### config.mk
export PLATFORM = sky130hd
export DESIGN_NAME = srrc_upsampler
export DESIGN_NICKNAME = d
export VERILOG_FILES = /design/src/rtl/srrc_upsampler.sv
export SDC_FILE = /design/constraint.sdc
export NUM_CORES = 1
export LEC_CHECK = 0
export BUFFER_PORTS_ARGS = -buffer_cell sky130_fd_sc_hd__buf_4
export CORE_MARGIN = 3
export CORE_UTILIZATION = 40
export CTS_BUF_LIST = sky130_fd_sc_hd__clkbuf_4
export DETAILED_ROUTE_END_ITERATION = 8
export SETUP_SLACK_MARGIN = 0.15
export SYNTH_ARGS = -nofsm -noshare
export SYNTH_HDL_FRONTEND = slang
export SYNTH_SLANG_ARGS = --single-unit
### constraint.sdc
create_clock -name clk -period 3.3 [get_ports clk]
set_input_delay 0.495 -clock clk [delete_from_list [all_inputs] [get_ports clk]]
set_output_delay 0.495 -clock clk [all_outputs]
set_load 0.01 [all_outputs]
### src/rtl/srrc_upsampler.sv
// Symbol front end for the SRRC pulse shaper: Gray 4-ASK mapping, zero-stuffing by OSR,
// and a one-entry holding register whose empty slots are reported as underflow.
module srrc_upsampler #(
  parameter int                 OSR       = 4,
  parameter logic signed [7:0]  LVL_OUTER = 8'sd96,
  parameter logic signed [7:0]  LVL_INNER = 8'sd32
) (
  input  logic        clk,
  input  logic        reset,
  input  logic        enable,
  input  logic [1:0]  sym_in,
  input  logic        sym_valid,
  output logic        sym_ready,
  output logic [7:0]  symb_out,
  output logic        symb_strobe,
  output logic        underflow,
  output logic [15:0] underflow_cnt
);

  localparam int            PW      = (OSR > 1) ? $clog2(OSR) : 1;
  localparam logic [PW-1:0] PH_LAST = PW'(OSR - 1);

  logic [PW-1:0] phase_q, phase_d;
  logic          hold_valid_q, hold_valid_d;
  logic [1:0]    hold_sym_q, hold_sym_d;
  logic [7:0]    symb_out_q, symb_out_d;
  logic          symb_strobe_q, symb_strobe_d;
  logic          underflow_q, underflow_d;
  logic [15:0]   underflow_cnt_q, underflow_cnt_d;

  logic slot, accept;

  function automatic logic [7:0] gray_map(input logic [1:0] s);
    logic [7:0] v;
    unique case (s)
      2'b00:   v = -LVL_OUTER;
      2'b01:   v = -LVL_INNER;
      2'b11:   v = LVL_INNER;
      default: v = LVL_OUTER;
    endcase
    return v;
  endfunction

  assign slot      = enable && (phase_q == '0);
  // A slot frees the register on the same edge, so a full register can still take a symbol then.
  assign sym_ready = !hold_valid_q || slot;
  assign accept    = sym_valid && sym_ready;

  always_comb begin
    phase_d         = '0;
    hold_valid_d    = hold_valid_q;
    hold_sym_d      = hold_sym_q;
    symb_out_d      = '0;
    symb_strobe_d   = 1'b0;
    underflow_d     = 1'b0;
    underflow_cnt_d = underflow_cnt_q;

    if (enable)
      phase_d = (phase_q == PH_LAST) ? '0 : phase_q + PW'(1);

    if (slot) begin
      if (hold_valid_q) begin
        symb_out_d    = gray_map(hold_sym_q);
        symb_strobe_d = 1'b1;
        hold_valid_d  = 1'b0;
      end else begin
        underflow_d = 1'b1;
        if (underflow_cnt_q != 16'hFFFF)
          underflow_cnt_d = underflow_cnt_q + 16'd1;
      end
    end

    if (accept) begin
      hold_valid_d = 1'b1;
      hold_sym_d   = sym_in;
    end
  end

  always_ff @(posedge clk) begin
    if (reset) begin
      phase_q         <= '0;
      hold_valid_q    <= 1'b0;
      hold_sym_q      <= 2'b00;
      symb_out_q      <= '0;
      symb_strobe_q   <= 1'b0;
      underflow_q     <= 1'b0;
      underflow_cnt_q <= '0;
    end else begin
      phase_q         <= phase_d;
      hold_valid_q    <= hold_valid_d;
      hold_sym_q      <= hold_sym_d;
      symb_out_q      <= symb_out_d;
      symb_strobe_q   <= symb_strobe_d;
      underflow_q     <= underflow_d;
      underflow_cnt_q <= underflow_cnt_d;
    end
  end

  assign symb_out      = symb_out_q;
  assign symb_strobe   = symb_strobe_q;
  assign underflow     = underflow_q;
  assign underflow_cnt = underflow_cnt_q;

endmodule

# == Yosys cells after proc, flatten, opt, wreduce, memory -nomap -nowiden ==
# Index checks and enable logic that the tools add are counted.
# word_totals
wordCells,32
ff_bits,31
output_inout_bits,27
input_bits,6
# op_classes
add_sub_neg,2
n_reduce_logical,11
bitwise,3
eq_ne,4
muxes,5
# op_table
operator,n
one-hot mux 8 bit (3 select lines),1
"adder 16 x 1 -> 16 bit, second input constant",1
"!= test 16 bit, second input constant",1
OR reduction 3 bit,2
"equality test 2 bit, second input constant",2
logical NOT 2 bit,2
2-to-1 mux 1 bit,4
NOT 1 bit,3
AND reduction 3 bit,1
"adder 2 x 1 -> 2 bit, second input constant",1
"equality test 2 x 1 -> 1 bit, second input constant",1
logical AND 1 bit,2
nonzero test 2 bit,1
OR reduction 2 bit,1
logical NOT 1 bit,1
logical OR 1 bit,1

# == Depth between registers and ports, before layout ==
# Gate-level depths: netlist (run 1).
# depth
depth_word,5
ltp_mapped,7
mapped_depth_nobuf,6

# == Worst setup path after synthesis (run 1) ==
# Ideal clock, no wire load.
# synth_timing
path_kind,register to register
from,register phase_q[0]
to,"register underflow_cnt_q[13], in the netlist underflow_cnt[13]"
required_time_ns,3.230
slack_ns,1.388
stages_incl_launch_ff,7
period_less_slack_ns,1.912
arrival_ns,1.842
cell_sequence,dfxtp_1 -> inv_1 -> ha_1 -> nand3b_4 -> or4_4 -> or4_1 -> a21oi_1
# synth_via
elab_chain_cells,3
# synth_rtl
item,line_no,text
from (decl),23,"logic [PW-1:0] phase_q, phase_d;"
from (signal assigned),89,phase_q <= phase_d;
logical NOT 2 bit,44,assign slot = enable && (phase_q == '0);
logical AND 1 bit,44,
AND reduction 3 bit (no source line),-,
to (signal assigned),95,underflow_cnt_q <= underflow_cnt_d;
to (decl),29,"logic [15:0] underflow_cnt_q, underflow_cnt_d;"
# No other way between the ends.
# A chain may end at the register's enable or synchronous reset.

# == Worst setup path after layout (run 1) ==
# layout_timing
from,"register underflow_cnt_q[0], in the netlist underflow_cnt[0]"
to,"register underflow_cnt_q[7], in the netlist underflow_cnt[7]"
# layout_via
elab_chain_cells,2
elab_cells_between_ends,3
cone_classes,add/sub (1); eq/ne (1); reduce/logical (1)
# layout_rtl
item
"parallel branches: the longest is 2 deep, another holds adder 16 x 1 -> 16 bit"
# Several ways; the timed one is not identified.

==> impl_metrics.toml, run 1 <==
[run_status]
status = "finished, final reports clean"

[floorplan]
floorplan.die.height_um = 61.9
core_area_um2 = 2880
pin_count = 33
dieWidth_um = 61.9
dieArea_um2 = 3840
start_util_pct = 43.5
std_cell_rows = 19

[run]
max-cap-violations = 0

[yosys]
syn-cell-area_um2 = 1250
synth-compound-area-share_pct = 16.3
synth_cell_type_count = 38
synth-xor-area-share_pct = 0.700
synthSimpleGateAreaFrac_pct = 28.6
yosys-top-cells-count = "26 x dfxtp_1, 15 x a21oi_1, 11 x nand2_1"
synthDominantCellAreaShare_pct = 41.6
syn_area_per_cell_um2 = 8.87
dominant_combinational_cell_family_by_area_after_synthesis = "simple AND/OR/NAND/NOR gates"
post_synth_mux_area_share_pct = 0.900
synth_warnings = 0
synth-async-reset-ratio_pct = 0
netlist_top_cells_area = "dfxtp_1 42%, a21oi_1 6.0%, ha_1 5.0%"
ys_dominant_reg_cell = "dfxtp_1"
post-synth-top-count-cell = "dfxtp_1"
synth_edf_count = 0
flop_and_latch_count_out_of_synthesis = 26
postSynthCellCount = 141
yosys.area_share.adder_pct = 5.00
synth_sequential_area_ratio_pct = 41.6
netlist.top_cell.by_area = "dfxtp_1"

[finish]
antennaDiodeCount = 0
final_design_area_no_fill_um2 = 1500
stdcell_count = 210
number_of_fill_cells = 283
area_growth_syn_to_layout_pct = 20.1
nets = 180
fraction_of_final_layout_cells_sized_beyond_drive_strength_1_pct = 21.4

[cts]
post_cts_resized = 0
clock_tree.htree_level_count = 1
cts_tree = "yes"
clock_tree_root = "clkbuf_4"
cts_hold_buffers = 0
tritoncts_num_sinks = 26
clkLatencyLatePin_ps = 310
cts_buffer_depth = 2
clkSlewWorstSetupHoldPaths_ps = 140
numCtsBuffers = 3
post-cts-setup-buffer-count = 0

[worst_setup_path]
timing.critical_path.from = "underflow_cnt[0]$_SDFFE_PP0P_"
worst_r2r_startpoint = "underflow_cnt[0]$_SDFFE_PP0P_"
worst-endpoint-required_ps = 3520
timing.critical_path.from_type = "register"
r2r_slack_ps = 1220
cp_data_arrival_time_ps = 2300
critical_path_peak_fanout = 10
reg2reg_depth = 6
r2r_end = "underflow_cnt[7]$_SDFFE_PP0P_"
timing.critical_path.to = "underflow_cnt[7]$_SDFFE_PP0P_"
setup.worst_path.class = "register to register"
timing.critical_path.to_type = "register"

[routing]
post_drt_wl_per_cell_um = 12.5
totalWireLength_um = 2630
drt-pass1-iter-count = 4
drt_first_iter_violations = 72
drt_drc_violations_left = 0
vias = 1095
post_route_ant_nets = 0
drt-vias-per-instance = 5.21

[place]
dpl.hpwl_um = 1990
place.detailed.instances = 206
routabilityCongestion = 0.798
io_buffers = 27
place_area_um2 = 1480

[sta]
finalSetupTns_ps = 0
min_period_over_period_pct = 63.1
hold_slack_ps = 432
setup_violations = 0
timing_max_transition_violations_final = 0
finalCriticalPeriod_ps = 2080
number_of_hold_slack_violations_in_the_final_timing_report = 0
fin_skew_ps = 1.41
rsz_0062_raised_after_global_routing = "no"
achievable-frequency_mhz = 481
max-slew-margin-rel_pct = 54.1
tightest_slew_ps = 683

[grt]
grt_antenna_before_repair = 0
first_global_vias = 965
grt_max_degree = 24
overflow = 0
grt_total_usage_pct = 15.2
grt_first_pass_wirelength_um = 4390

[pwr]
power.leakage_nw = 0.574
power.density_nw_per_um2 = 338
ir_drop_uv = 183

[hold_path]
min_path_type = "input pin to register"
worst max-delay path: stages (launching register included):
cell and delay, ps:
dfxtp_1 440, ha_1 240, nand3_1 110, nor4_2 600, buf_4 270, nor4_1 60
mux2_2 270
layout by cell type (no fill, tap or decap), types with 2 or more instances in the layout:
cell / n
nand2_1: 11
inv_1: 8
a21oi_1: 15
buf_4: 28
nor4_1: 2
and4_1: 3
o31ai_1: 6
dfxtp_1: 26
o21ai_0: 5
or4_1: 5
nor2_1: 4
nor3_1: 3
nand3_1: 8
o21a_1: 3
ha_1: 5
conb_1: 5
nand4_1: 5
or3_1: 4
clkbuf_4: 3
worst min path at each step:
| stage | startpoint | endpoint | slack [ps] | depth (start not counted) |
|---|---|---|---|---|
| finish | sym_in[1] | hold_sym_q[1]$_SDFFE_PP0P_ | 430 | 3 |
| floorplan | phase_q[0]$_SDFF_PP0_ | phase_q[0]$_SDFF_PP0_ | 430 | 1 |
| global route | sym_valid | hold_valid_q$_SDFFE_PP0P_ | 430 | 3 |
| global placement | phase_q[0]$_SDFF_PP0_ | phase_q[0]$_SDFF_PP0_ | 440 | 1 |
| detailed placement | phase_q[0]$_SDFF_PP0_ | phase_q[0]$_SDFF_PP0_ | 450 | 1 |
| CTS | sym_in[1] | hold_sym_q[1]$_SDFFE_PP0P_ | 420 | 3 |
metrics by stage:
step | setup WS (ps) | power, mW | utilization [%]
2_1_floorplan | 1390 | 0.365 | -
3_3_place_gp | 1280 | 0.379 | 51.3
3_5_place_dp | 1250 | 0.380 | 51.3
4_1_cts | 1220 | 0.516 | 52.2
5_1_grt | 1010 | 0.534 | 52.2
6_report | 1220 | 0.508 | 52.2
state kept, by name (all words and copies together) (netlist names):
register / count
underflow_cnt: 16
symb_out: 3
hold_sym_q: 2
phase_q: 2
hold_valid_q: 1
symb_strobe: 1
underflow: 1
cell type report:
cell class	instances	area, µm²	share of cell area, %
repair buffers	28	210	14.0
well taps	42	52.6	3.50
clock inverters	1	3.75	0.250
inverters	8	30.0	2.00
flip-flops and latches	26	520	34.6
clock buffers	3	22.5	1.50
multi-input cells	102	663	44.1
routing by layer:
metal / global-route usage, % / part of all wire [%]
met1: 20.9 / 49
met2: 24.5 / 47
met3: 3.10 / 3.2
met4: 3.64 / 0.72
met5: 0 / 0
power by group:
group	total, mW	internal [mW]	switching [mW]	leakage, nW
Sequential	0.327	0.321	0.00550	0.211
Combinational	0.0464	0.0203	0.0261	0.347
Clock	0.135	0.0441	0.0906	0.0154
Total	0.508	0.386	0.122	0.574
logic make-up (layout without fill, tap and decap cells):
group	count (synthesis)	in the layout
AND/OR/NAND/NOR	57	57
AO/OA/AOI/OAI	33	33
flip-flops	26	26
buffers and inverters	17	40
adder cells (fa/ha/maj)	5	5
other	1	5
XOR/XNOR	1	1
multiplexers	1	1
Power figures use the tool's default switching activity.
==> inputs of run 2 (changes only) <==
--- a/config.mk
+++ b/config.mk
@@ -5,6 +5,7 @@
 export SDC_FILE = /design/constraint.sdc
 export NUM_CORES = 1
 export LEC_CHECK = 0
+export ABC_AREA = 1
 export BUFFER_PORTS_ARGS = -buffer_cell sky130_fd_sc_hd__buf_4
 export CORE_MARGIN = 3
 export CORE_UTILIZATION = 40
==> constraint.sdc (replaced) <==
create_clock -name clk -period 1.7 [get_ports clk]
set_input_delay 0.255 -clock clk [delete_from_list [all_inputs] [get_ports clk]]
set_output_delay 0.255 -clock clk [all_outputs]
set_load 0.01 [all_outputs]
==> run 2 against run 1 <==
  * Sequential power rose by 95%
  * Largest cell class unchanged
  * Utilization rose by 3.8 points
  * Count of clock-buffer cells in the layout did not move
  * Critical endpoint is now sym_ready
  * Highest routed layer unchanged
  * Critical path type is now register to output port
==> impl_metrics.toml, run 2 <==
[run_status]
status = "finished, final reports clean"

[yosys]
synthSimpleGateAreaFrac_pct = 41.4
post-synth-top-count-cell = "nor2_1"
synth_edf_count = 0
postSynthCellCount = 198
post_synth_mux_area_share_pct = 0
synth-async-reset-ratio_pct = 0
yosys.area_share.adder_pct = 4.50
syn-cell-area_um2 = 1390
syn_area_per_cell_um2 = 7.01
synthDominantCellAreaShare_pct = 37.5
netlist.top_cell.by_area = "dfxtp_1"
synth_sequential_area_ratio_pct = 37.5
synth_cell_type_count = 21
dominant_combinational_cell_family_by_area_after_synthesis = "simple AND/OR/NAND/NOR gates"
yosys-top-cells-count = "45 x nor2_1, 38 x nand2_1, 26 x dfxtp_1"
ys_dominant_reg_cell = "dfxtp_1"
synth_warnings = 0
synth-compound-area-share_pct = 6.13
flop_and_latch_count_out_of_synthesis = 26
netlist_top_cells_area = "dfxtp_1 37%, nor2_1 12%, nand2_1 10%"
synth-xor-area-share_pct = 0

[finish]
register_cell_area_after_layout_um2 = 528
stdcell_count = 279
max_ffs_per_register = 16
number_of_fill_cells = 310
fraction_of_final_layout_cells_sized_beyond_drive_strength_1_pct = 28.1
antennaDiodeCount = 0
mostFrequentLayoutCell = "nor2_1"
area_growth_syn_to_layout_pct = 28.3
final_design_area_no_fill_um2 = 1780
multi_input_gate_area_in_the_final_layout_um2 = 842
utilization_pct = 56.1
most-common-layout-cells = "42 x nor2_1, 37 x nand2_1, 34 x buf_4, 22 x dfxtp_1, 19 x inv_1"
nets = 247

[worst_setup_path]
timing.critical_path.from_type = "register"
timing.critical_path.to_type = "output port"
crit_path_cell_trace = "inv_1 -> ha_2 -> nand2_4 -> nand2_2 -> buf_4"
worst-endpoint-required_ps = 1440
cp_data_arrival_time_ps = 1220
cpPeakStageDelay_ps = 350
reg2reg_depth = 9
critical_path_peak_fanout = 4
worst_path_max_delay_cell = "dfxtp_2"
setup.worst_path.class = "register to output port"

[place]
io_buffers = 27
place_area_um2 = 1610
dpl.hpwl_um = 2360
dp_worst_slack_ps = 97.3
routabilityCongestion = 0.858
place.detailed.instances = 267

[cts]
clkSlewWorstSetupHoldPaths_ps = 130
cts_hold_buffers = 0
cts_buffer_depth = 2
numCtsBuffers = 3
clock_tree.htree_level_count = 1
clock_tree_root = "clkbuf_4"
cts_tree = "yes"
clkLatencyLatePin_ps = 330
tritoncts_num_sinks = 26

[sta]
timing_max_transition_violations_final = 0
hold_slack_ps = 104
number_of_hold_slack_violations_in_the_final_timing_report = 0
crit_path_setup_slack_layout_ps = 228
achievable-frequency_mhz = 679
rsz_0062_raised_after_global_routing = "yes"
min_period_over_period_pct = 86.6
setup_violations = 0
fin_skew_ps = 7.03
finalCriticalPeriod_ps = 1470
finalSetupTns_ps = 0

[floorplan]
pin_count = 33
dieWidth_um = 64.9
floorplan.die.height_um = 64.9
core_area_um2 = 3180
dieArea_um2 = 4220
std_cell_rows = 20
start_util_pct = 43.7

[routing]
totalWireLength_um = 3400
drt-pass1-iter-count = 4
vias = 1367
post_route_ant_nets = 0
drt_first_iter_violations = 75
post_drt_wl_per_cell_um = 12.2
drt-vias-per-instance = 4.90
drt_drc_violations_left = 0

[pwr]
power.density_nw_per_um2 = 589
ir_drop_uv = 364
power_mw = 1.05
power.leakage_nw = 0.758

[grt]
grt_first_pass_wirelength_um = 5560
grt_total_usage_pct = 16.8
first_global_vias = 1268
grt_max_degree = 15
grt_antenna_before_repair = 0
overflow = 0

[hold_path]
worst_hold_path.num_cells = 2
min_path_type = "input pin to register"

[run]
max-cap-violations = 0
run 2: cell count changes after synthesis, moves of 4 or more:
cell and change:
nor2_1 +41, nand2_1 +27, inv_1 +11, nand3_1 +8
o31ai_1 -6, or4_1 -5, nand3_2 +4, nand4_1 -4
nor2_2 +4, or3_1 -4
run 2: logic make-up (layout without fill, tap and decap cells):
logic type | count (synthesis) | in the layout
and+or+nand+nor | 121 | 124
adders and majority gates | 5 | 5
DFF | 26 | 26
buffers and inverters | 28 | 58
other | 1 | 5
AOI/OAI and AO/OA | 17 | 17
run 2: report_power, final:
group	internal, mW	switching (mW)
Combinational	0.0574	0.0791
Sequential	0.627	0.0111
Clock	0.0864	0.188
Total	0.771	0.278
run 2: worst paths after layout:
| check | end | slack, ps | from |
|---|---|---|---|
| setup / recovery | sym_ready | 230 | phase_q[0]$_SDFF_PP0_ |
| hold / removal | underflow$_SDFF_PP0_ | 100 | reset |
| setup reg to reg | underflow_cnt[15]$_SDFFE_PP0P_ | 250 | phase_q[0]$_SDFF_PP0_ |
| hold reg to reg | hold_sym_q[0]$_SDFFE_PP0P_ | 500 | hold_sym_q[0]$_SDFFE_PP0P_ |
run 2: what timing repair did:
item | CTS | global route
resized for setup | 2 | 16
endpoints found under the setup margin | 15 | 17
pin swaps | 1 | 5
buffers inserted | 1 | 4
cloned | 1 | 2
run 2: routing by layer:
layer  share of wire [%]  track usage (%)  vias to the layer above
met5                   0                0                        -
met3                 4.2             2.43                        5
met1                  46             21.7                      621
met2                  48             28.2                       35
met4                 1.7             6.33                        0
li1                    -                -                      706
run 2: area by class of cell:
cell class / count / area share (%)
Inverter: 20 / 4.21
Tap cell: 44 / 3.09
Clock inverter: 1 / 0.211
Multi-Input combinational cell: 151 / 47.3
Timing Repair Buffer: 34 / 14.3
Clock buffer: 3 / 1.26
Sequential cell: 26 / 29.6
run 2: critical path: cells and delay by family, from the launching register on:
kind	cells	cell delay [ps]
buffers and inverters	2	180
adder cells (fa/ha/maj)	1	190
flip-flops	1	350
AND/OR/NAND/NOR	2	160
==> inputs of run 3 (changes only) <==
--- a/config.mk
+++ b/config.mk
@@ -7,10 +7,14 @@
 export LEC_CHECK = 0
 export ABC_AREA = 1
 export BUFFER_PORTS_ARGS = -buffer_cell sky130_fd_sc_hd__buf_4
+export CELL_PAD_IN_SITES_DETAIL_PLACEMENT = 1
+export CELL_PAD_IN_SITES_GLOBAL_PLACEMENT = 2
 export CORE_MARGIN = 3
-export CORE_UTILIZATION = 40
+export CORE_UTILIZATION = 27
 export CTS_BUF_LIST = sky130_fd_sc_hd__clkbuf_4
 export DETAILED_ROUTE_END_ITERATION = 8
+export HOLD_SLACK_MARGIN = 0.08
+export PLACE_DENSITY_LB_ADDON = 0.1
 export SETUP_SLACK_MARGIN = 0.15
 export SYNTH_ARGS = -nofsm -noshare
 export SYNTH_HDL_FRONTEND = slang
==> run 3 against run 2 <==
  * Utilization shrank 17 points
  * Via count grew 3.4%
  * Flip-flop and latch count is the same
  * Cell count grew 9.7%
  * Clock skew grew 13 ps
  * Critical path type is now register to register
==> impl_metrics.toml, run 3 (same netlist as run 2, synthesis figures left out) <==
[finish]
stdcell_count = 306
nets = 251
most-common-layout-cells = "37 x nand2_1, 37 x nor2_1, 36 x buf_4, 20 x dfxtp_1, 16 x inv_1"
antennaDiodeCount = 0
max_ffs_per_register = 16
area_growth_syn_to_layout_pct = 38.0
fraction_of_final_layout_cells_sized_beyond_drive_strength_1_pct = 34.3

[grt]
grt_max_degree = 17
first_global_vias = 1433
grt_antenna_before_repair = 0
grt_total_usage_pct = 13.5
grt_first_pass_wirelength_um = 6640
overflow = 0

[sta]
number_of_hold_slack_violations_in_the_final_timing_report = 0
finalCriticalPeriod_ps = 1480
finalSetupTns_ps = 0
crit_path_setup_slack_layout_ps = 224
setup_violations = 0
fin_skew_ps = 20.3
hold_slack_ps = 179
timing_max_transition_violations_final = 0
rsz_0062_raised_after_global_routing = "yes"
min_period_over_period_pct = 86.8
achievable-frequency_mhz = 678

[run]
max-cap-violations = 0

[cts]
clkLatencyLatePin_ps = 350
clock_tree_root = "clkbuf_4"
numCtsBuffers = 3
cts_tree = "yes"
tritoncts_num_sinks = 26
clock_tree.htree_level_count = 1
cts_buffer_depth = 2
clkSlewWorstSetupHoldPaths_ps = 170

[worst_setup_path]
timing.critical_path.to = "underflow_cnt[14]$_SDFFE_PP0P_"
timing.critical_path.max_delay_family = "simple AND/OR/NAND/NOR gates"
critical_path_buf_inv_count = 1
cp.depth = 6
r2r_end = "underflow_cnt[14]$_SDFFE_PP0P_"
setup.worst_path.class = "register to register"
crit_path_cell_trace = "ha_2 -> inv_2 -> nor2_4 -> nand4_4 -> a21oi_1 -> nor2_1"
worst-endpoint-required_ps = 1940
timing.critical_path.to_type = "register"
timing.critical_path.from_type = "register"
critical_path_peak_fanout = 6
worst_path_max_delay_cell = "dfxtp_1"
timing.critical_path.from = "underflow_cnt[0]$_SDFFE_PP0P_"
cp_data_arrival_time_ps = 1720
r2r_slack_ps = 220
reg2reg_depth = 6
cpPeakStageDelay_ps = 380
worst_r2r_startpoint = "underflow_cnt[0]$_SDFFE_PP0P_"

[pwr]
ir_drop_uv = 367
power.leakage_nw = 0.792
power.density_nw_per_um2 = 648

[floorplan]
dieArea_um2 = 6040
core_area_um2 = 4850
start_util_pct = 28.6
dieWidth_um = 77.7
pin_count = 33
std_cell_rows = 25
floorplan.die.height_um = 77.7

[place]
routabilityCongestion = 0.750
io_buffers = 27
dpl.hpwl_um = 2850
place.detailed.instances = 291
dp_worst_slack_ps = 47.7

[run_status]
status = "finished, final reports clean"

[routing]
drt_first_iter_violations = 69
post_route_ant_nets = 0
totalWireLength_um = 4150
drt-vias-per-instance = 4.62
post_drt_wl_per_cell_um = 13.6
vias = 1413
drt_drc_violations_left = 0
drt-pass1-iter-count = 4

[hold_path]
min_path_type = "input pin to register"
[run 3: worst min-delay path by stage]
| stage | endpoint | from | cells after the start |
|---|---|---|---|
| 2_1_floorplan | hold_valid_q$_SDFFE_PP0P_ | reset | 1 |
| 3_3_place_gp | phase_q[0]$_SDFF_PP0_ | phase_q[0]$_SDFF_PP0_ | 1 |
| 3_5_place_dp | phase_q[0]$_SDFF_PP0_ | phase_q[0]$_SDFF_PP0_ | 1 |
| 4_1_cts | phase_q[0]$_SDFF_PP0_ | enable | 3 |
| 5_1_grt | hold_sym_q[1]$_SDFFE_PP0P_ | sym_in[1] | 3 |
| 6_report | hold_sym_q[1]$_SDFFE_PP0P_ | sym_in[1] | 3 |
[run 3: layout make-up]
| cell class | count | area (µm²) |
|---|---|---|
| multi-input combinational | 151 | 875 |
| clock inverter | 1 | 30.0 |
| clock buffer | 3 | 22.5 |
| timing repair buffer | 38 | 300 |
| fill | 613 | 2930 |
| tap | 67 | 83.8 |
| sequential | 26 | 531 |
| inverter | 20 | 75.1 |
[run 3: routing by layer]
metal	track usage [%]	vias to the layer above	routed length, µm
met5	0	-	0
met4	3.20	0	36
met3	3.02	4	175
met2	24.8	23	2210
li1	-	707	-
met1	15.8	679	1730
[run 3: stage by stage]
stage / utilization [%] / instance area, µm² / power [mW]
after global placement: 33.9 / 1650 / 0.774
final: 39.5 / 1920 / 1.24
after detailed placement: 33.9 / 1650 / 0.780
after CTS: 35.9 / 1740 / 1.24
after floorplan: - / 1400 / 0.734
after global routing: 39.5 / 1920 / 1.31
[run 3: what timing repair did]
| item | in CTS | in global routing |
|---|---|---|
| endpoints found under the hold margin | 1 | 0 |
| buffers inserted | 1 | 6 |
| hold buffers | 1 | 0 |
| gates resized for setup | 4 | 27 |
| pin swaps | 1 | 8 |
| cloned | 1 | 2 |
| setup endpoints to repair | 15 | 17 |
[run 3: report_power, final]
group          total [mW]  internal, mW  switching [mW]
Clock               0.449         0.239           0.211
Sequential          0.639         0.628          0.0114
Combinational       0.154        0.0683          0.0855
Total                1.24         0.935           0.308
[run 3: worst min-delay path: stages]
cell,delay [ps]
buf_4,80
o21ai_0,70
a21oi_1,110
